===== config.mk =====
export PLATFORM = sky130hd
export DESIGN_NAME = alu_issue_ctrl
export DESIGN_NICKNAME = d
export VERILOG_FILES = /design/src/rtl/alu_issue_ctrl.sv
export SDC_FILE = /design/constraint.sdc
export NUM_CORES = 1
export LEC_CHECK = 0
export CORE_ASPECT_RATIO = 1.1
export CORE_MARGIN = 10
export CORE_UTILIZATION = 64
export CTS_BUF_LIST = sky130_fd_sc_hd__clkbuf_4 sky130_fd_sc_hd__clkbuf_8
export DETAILED_ROUTE_END_ITERATION = 10
export PLACE_DENSITY = 0.95
export SLEW_MARGIN = 20
export SYNTH_ARGS = -nofsm -noshare
export SYNTH_HDL_FRONTEND = slang
export SYNTH_SLANG_ARGS = --single-unit

===== constraint.sdc =====
create_clock -name clk -period 3 [get_ports clk]
set_input_delay 0.45 -clock clk [delete_from_list [all_inputs] [get_ports clk]]
set_output_delay 0.45 -clock clk [all_outputs]
set_load 0.005 [all_outputs]

===== src/rtl/alu_issue_ctrl.sv =====
// Issue controller for an external combinational ALU: accepts one instruction at a time,
// drives the ALU operands for one cycle, then writes the result and flags back to an 8x16 register file.
module alu_issue_ctrl (
    input  logic        clk,
    input  logic        reset_n,
    input  logic [15:0] instr,
    input  logic        instr_valid,
    output logic        instr_ready,
    output logic [15:0] alu_a,
    output logic [15:0] alu_b,
    output logic [2:0]  ALUop,
    output logic        carryin,
    input  logic [15:0] ALUresult,
    input  logic        zero,
    input  logic        overflow,
    input  logic        carryout,
    input  logic        sign,
    output logic [3:0]  flags,
    output logic        done,
    output logic        err,
    input  logic [2:0]  dbg_addr,
    output logic [15:0] dbg_data
);

    typedef enum logic [1:0] {
        ST_IDLE  = 2'd0,
        ST_ISSUE = 2'd1,
        ST_WB    = 2'd2
    } state_t;

    localparam logic [2:0] OP_NEG     = 3'b101;
    localparam logic [2:0] OP_ILLEGAL = 3'b110;
    localparam logic [2:0] OP_LOADI   = 3'b111;

    state_t      r_state;
    state_t      w_next_state;
    logic [15:0] r_regs [8];
    logic [15:0] r_instr;
    logic [15:0] r_res;
    logic [3:0]  r_cap_flags;
    logic [3:0]  r_flags;
    logic        r_ready;
    logic        r_done;
    logic        r_err;
    logic [15:0] r_alu_a;
    logic [15:0] r_alu_b;
    logic [2:0]  r_alu_op;
    logic        r_carryin;

    logic        w_accept;
    logic [2:0]  w_in_op;
    logic [2:0]  w_in_rs;
    logic [2:0]  w_in_rt;
    logic        w_in_alu;
    logic        w_in_two_src;
    logic [2:0]  w_op;
    logic [2:0]  w_rd;

    assign w_in_op      = instr[15:13];
    assign w_in_rs      = instr[9:7];
    assign w_in_rt      = instr[6:4];
    assign w_in_alu     = (w_in_op <= OP_NEG);
    assign w_in_two_src = (w_in_op < OP_NEG);
    assign w_accept     = instr_valid && (r_state == ST_IDLE);
    assign w_op         = r_instr[15:13];
    assign w_rd         = r_instr[12:10];

    // State register
    always_ff @(posedge clk or negedge reset_n) begin
        if (!reset_n) begin
            r_state <= ST_IDLE;
        end else begin
            r_state <= w_next_state;
        end
    end

    // Next-state logic
    always_comb begin
        w_next_state = r_state;
        case (r_state)
            ST_IDLE: begin
                if (w_accept) begin
                    w_next_state = ST_ISSUE;
                end else begin
                    w_next_state = ST_IDLE;
                end
            end
            ST_ISSUE: w_next_state = ST_WB;
            ST_WB:    w_next_state = ST_IDLE;
            default:  w_next_state = ST_IDLE;
        endcase
    end

    // ALU drive registers: the register file cannot change between accept and ISSUE,
    // so operands are sampled at the accept edge and held for exactly the ISSUE cycle.
    always_ff @(posedge clk or negedge reset_n) begin
        if (!reset_n) begin
            r_alu_a   <= 16'd0;
            r_alu_b   <= 16'd0;
            r_alu_op  <= 3'd0;
            r_carryin <= 1'b0;
            r_instr   <= 16'd0;
        end else if (w_accept) begin
            r_instr   <= instr;
            r_alu_a   <= w_in_alu ? r_regs[w_in_rs] : 16'd0;
            r_alu_b   <= w_in_two_src ? r_regs[w_in_rt] : 16'd0;
            r_alu_op  <= w_in_alu ? w_in_op : 3'd0;
            r_carryin <= w_in_alu && instr[3] && r_flags[1];
        end else begin
            r_alu_a   <= 16'd0;
            r_alu_b   <= 16'd0;
            r_alu_op  <= 3'd0;
            r_carryin <= 1'b0;
        end
    end

    // Capture ALU response and produce completion pulses for the WB cycle
    always_ff @(posedge clk or negedge reset_n) begin
        if (!reset_n) begin
            r_res       <= 16'd0;
            r_cap_flags <= 4'd0;
            r_done      <= 1'b0;
            r_err       <= 1'b0;
            r_ready     <= 1'b1;
        end else begin
            r_ready <= (w_next_state == ST_IDLE);
            if (r_state == ST_ISSUE) begin
                r_res       <= ALUresult;
                r_cap_flags <= {zero, overflow, carryout, sign};
                r_done      <= (w_op != OP_ILLEGAL);
                r_err       <= (w_op == OP_ILLEGAL);
            end else begin
                r_done      <= 1'b0;
                r_err       <= 1'b0;
            end
        end
    end

    // Register file and flag write-back
    always_ff @(posedge clk or negedge reset_n) begin
        if (!reset_n) begin
            for (int i = 0; i < 8; i++) begin
                r_regs[i] <= 16'd0;
            end
            r_flags <= 4'd0;
        end else if (r_state == ST_WB) begin
            case (w_op)
                OP_LOADI: r_regs[w_rd] <= {6'b000000, r_instr[9:0]};
                OP_ILLEGAL: begin
                    r_flags <= r_flags;
                end
                default: begin
                    r_regs[w_rd] <= r_res;
                    r_flags      <= r_cap_flags;
                end
            endcase
        end else begin
            r_flags <= r_flags;
        end
    end

    assign instr_ready = r_ready;
    assign alu_a       = r_alu_a;
    assign alu_b       = r_alu_b;
    assign ALUop       = r_alu_op;
    assign carryin     = r_carryin;
    assign flags       = r_flags;
    assign done        = r_done;
    assign err         = r_err;
    assign dbg_data    = r_regs[dbg_addr];

endmodule

# After elaboration in Yosys (flattened, before gate mapping)
# Cells that the tools add are included.
dict set report word_totals {
  regBits 209
  in_bits 42
  out_inout_bits 59
  wordCells 72
}
dict set report op_classes {
  order_cmp 7
  eq_ne 5
  muxes 25
  bitwise_logic 6
  reduce_logical 9
}
# cell n
set ops {}
lappend ops {{$bwmux W128} 2}
lappend ops {{$pmux W128 S2} 1}
lappend ops {{$mux W16} 11}
lappend ops {{$bmux W16 S3} 3}
lappend ops {{$demux W16 S3} 1}
lappend ops {{$ge A4 B4 Y1 const B} 4}
lappend ops {{$not A3 Y4} 4}
lappend ops {{$eq A3 B3 Y1 const B} 2}
lappend ops {{$mux W3} 2}
lappend ops {{$logic_and A1 B1 Y1} 4}
lappend ops {{$logic_not A2 Y1} 2}
lappend ops {{$lt A4 B1 Y1 const B} 1}
lappend ops {{$mux W1} 4}
lappend ops {{$pmux W2 S2} 1}
lappend ops {{$reduce_and A2 Y1} 2}
lappend ops {{$le A3 B3 Y1 const B} 1}
lappend ops {{$lt A3 B3 Y1 const B} 1}
lappend ops {{$ne A3 B3 Y1 const B} 1}
lappend ops {{$eq A2 B1 Y1 const B} 1}
lappend ops {{$eq A2 B2 Y1 const B} 1}
lappend ops {{$not A1 Y1} 2}
lappend ops {{$reduce_or A2 Y1} 1}

# Longest topological paths before layout
dict set report depth {
  word_depth 7
  ltp_mapped 6
  ltp_nobuf 4
}

# Least setup slack after synthesis
# OpenSTA, ideal clock, no wires.
dict set report synth_path {
  path_kind {in2out}
  from {in dbg_addr[0]}
  to {out dbg_data[0]}
  arrival_ps 1760
  required_time_ps 2550
  slack_ps 790
  stages 4
  path_buffers 2
  cell_sequence {clkbuf_1 buf_2 mux4_2 mux2_2}
}
dict set report synth_via {
  elab_chain_cells 4
}
# element line_no
set synth_rtl {}
lappend synth_rtl {{start: declaration} 21} ;# input logic [2:0] dbg_addr,
lappend synth_rtl {{$not A3 Y4 (not written as such)} 170} ;# assign dbg_data = r_regs[dbg_addr];
lappend synth_rtl {{$bmux W16 S3} 170}
lappend synth_rtl {{$mux W16 (not written as such) (2 in series)} 170}
lappend synth_rtl {{end: declaration} 22} ;# output logic [15:0] dbg_data
# Every way passes these cells. The select of a mux whose other input is x is not followed.

# Final worst setup path
dict set report layout_path {
  from {in dbg_addr[1]}
  to {out dbg_data[14]}
}
# Same word-level chain as after synthesis.

==> impl_metrics.json <==
{
  "outcome": "complete, but fails checks",
  "violated_checks": "hold timing",
  "worstSkewPairLatency_ps": 520,
  "timing.setup.critical_path_class": "in -> out",
  "timing.critical_path.arrival_ps": 2370,
  "port_buffers": 100,
  "timing.final.setup_violations": 0,
  "grt_usage": 0.276,
  "syn_nets": 764,
  "critical_path.startpoint_type": "primary input",
  "fill_cells": 809,
  "worst_path_max_delay_cell": "clkdlybuf4s50_1",
  "placeableCoreArea_sq_mm": 0.0163,
  "cts.reportedPaths.clkPinSlew_ps": 60,
  "estimated_wirelength_of_the_detail_placed_design_um": 18000,
  "floorplan_die_width_um": 143,
  "cts.sinks": 209,
  "yosys.area.top_type": "dfrtp_1",
  "dr.first_iter.drc_count": 743,
  "worstPathRequired_ps": 2550,
  "total_power_mw": 11.4,
  "cp_max_fo": 32,
  "setup.worst_path.end_class": "output port",
  "area_growth_syn_to_layout_pct": 19.5,
  "ctsHoldBuffers": 0,
  "routedWlPerCell_um": 28.1,
  "ys_dominant_reg_cell": "dfrtp_1",
  "final_antenna_net_count": 0,
  "cts.repair_timing.setup_buffer_count": 0,
  "synth_enable_flop_cells": 0,
  "drive_gt1_frac": 0.442,
  "yosysWarnings": 0,
  "worst_voltage_drop_across_the_vdd_grid_mv": 0.532,
  "final_routed_wirelength_um": 29900,
  "fp-row-count": 49,
  "timing.fmax_mhz": 355,
  "synth_compound_area_frac": 0.0341,
  "post_synth_and_or_nand_nor_area_fraction": 0.0571,
  "netlist_top_cells_area": "dfrtp_1 (49%), mux2_2 (21%), mux4_2 (14%)",
  "grt_antenna_before_repair": 0,
  "vias": 7398,
  "die_area_sq_mm": 0.0222,
  "grt_start_max_net_pins": 87,
  "cts-root-to-sink-buffers": 3,
  "p_leak_nw": 5.68,
  "h_tree_levels": 2,
  "first_pass_iters": 5,
  "holdWs_ps": -0.381,
  "cts_tree": "yes",
  "clock-skew-final_ps": 16.0,
  "crit_path_cell_trace": "clkdlybuf4s50_1 -> buf_12 -> mux4_2 -> mux2_2 -> clkdlybuf4s50_1",
  "detail_route.drc_violations": 0,
  "min_path_type": "in -> async",
  "synth_mux_area_frac": 0.391,
  "pins_over_slew_limit": 0,
  "comb_power_share": 0.325,
  "grt.overflow.total": 0,
  "num-nets-final": 877,
  "route.detailed.vias_per_inst": 6.96,
  "critical_r2r_launch": "r_state[0]",
  "synthAdderAreaFrac": 0,
  "cts_inserted_buffers": 35,
  "cts.repair.resized": 0,
  "synth_top_area_share": 0.490,
  "headroom_to_the_max_slew_limit": 0.272,
  "clock-root-buffer": "clkbuf_8",
  "grt_pass1_vias": 8339,
  "synth.lib_cells_used.distinct": 37,
  "power.share.switching": 0.317,
  "place_inst": 1002,
  "totalNegativeSetupSlack_ps": 0,
  "min_period_over_period": 0.939,
  "synth-async-reset-ratio": 1.00,
  "internal_power_mw": 7.78,
  "critical-path-max-stage-delay_ps": 520,
  "seq_cells_post_synth": 209,
  "power_density_mw_per_mm2": 897,
  "synth_most_common_cell": "dfrtp_1",
  "worstSetupStartpoint": "dbg_addr[1]",
  "synth_seq_area_share": 0.492,
  "synth_top_family_by_area": "multiplexers",
  "synth.avg_cell_area_sq_um": 14.7,
  "power_frac_clock": 0.240,
  "final-seq-area_sq_mm": 0.00523,
  "tightestPinTransition_ps": 1090,
  "p_switching_mw": 3.61,
  "unrepaired_setup_endpoints_after_global_routing": "no",
  "synth-xor-area-share": 0,
  "multiInputGateArea_sq_mm": 0.00512,
  "num_io_pins": 101,
  "global_route_wire_length_before_repair_um": 47300,
  "report.final.hold_viol_count": 1,
  "critPathMostFrequentCell": "clkdlybuf4s50_1",
  "share_seq_of_total_power": 0.435,
  "antenna-diode-count": 0,
  "layout_min_cycle_time_ps": 2820,
  "cap_violations": 0,
  "floorplan.initialDensity": 0.652,
  "place.gp.congestion": 0.861,
  "synthesis.instances": 722,
  "die_height_um": 155,
  "final_non_filler_cells": 1063,
  "synth_top_cells_by_count": "dfrtp_1 (208), mux2_2 (201), mux4_2 (68)",
  "synth_area_sq_mm": 0.0106
}
logic make-up (layout without fill, tap and decap cells):
family,Yosys count,after routing
compound gates,46,46
mux,304,304
buf+inv,60,197
simple gates,103,103
flops,209,209
area by class of cell:
class / count / share of cell area
repair buffers: 134 / 0.104
inverters: 2 / 0.000591
clock inverters: 1 / 0.000394
clock buffers: 60 / 0.0601
flip-flops and latches: 209 / 0.412
multi-input cells: 453 / 0.403
well taps: 204 / 0.0201
cell usage in the layout, fill, tap and decap left out, drive strengths merged:
cell,Yosys,layout
nor4b,2,2
mux2,206,206
nand2b,2,2
dfstp,1,1
and3,2,2
inv,2,2
nand4b,2,2
o22ai,14,14
nand4,1,1
nor3b,4,4
nor3,15,15
o21ai,1,1
clkinv,0,1
or3b,1,1
o21bai,1,1
a22o,30,30
mux2i,30,30
and4,1,1
nor2,6,6
and3b,1,1
nand3b,4,4
clkdlybuf4s50,0,96
and2,6,6
nor2b,1,1
nand3,2,2
mux4,68,68
buf,30,37
dfrtp,208,208
nand2,53,53
clkbuf,28,61
flip-flops by register name, summed over array words and instances, names as in the netlist, 2 cells and up:
name / cells
r_cap_flags: 4
alu_a: 16
r_instr: 16
r_state: 2
alu_b: 16
r_res: 16
ALUop: 3
flags: 4
r_regs: 128
through the flow:
step | utilization | hold slack (ps) | cell area (sq um) | setup slack, ps
2_1_floorplan | - | 154 | 10600 | 790
3_3_place_gp | 0.732 | 455 | 11900 | 275
3_5_place_dp | 0.732 | 458 | 11900 | 212
4_1_cts | 0.779 | 16.1 | 12700 | 205
5_1_grt | 0.779 | 33.3 | 12700 | 145
6_report | 0.779 | -0.381 | 12700 | 183
power by group through the flow:
stage          Combinational [mW]  Sequential [mW]  Clock, mW
5_1_grt                      3.95             5.06       2.87
3_5_place_dp                 3.59             4.89          0
6_report                     3.70             4.96       2.74
2_1_floorplan                2.58             4.51          0
3_3_place_gp                 3.37             4.74          0
4_1_cts                      3.69             4.89       2.74
metal layers:
layer	track usage	vias up	wire (um)
li1	-	2967	-
met1	0.314	3757	10200
met2	0.447	513	14900
met3	0.0837	161	3080
met4	0.173	0	1780
met5	0	-	0
worst paths after layout:
kind	end	cells after the start	slack (ps)
worst min register to register	r_instr[3]	2	470
max in group asynchronous	alu_a[7]	2	2080
worst max register to register	alu_b[15]	5	620
worst min-delay path	r_regs[17]	1	-0.4
worst max-delay path	dbg_data[14]	5	180
min in group clk	r_instr[5]	3	460
worst max-delay path, delay by kind of cell:
| kind | cells | cell delay, ps |
|---|---|---|
| mux | 2 | 620 |
| buf+inv | 3 | 1280 |
Power figures use the tool's default switching activity.
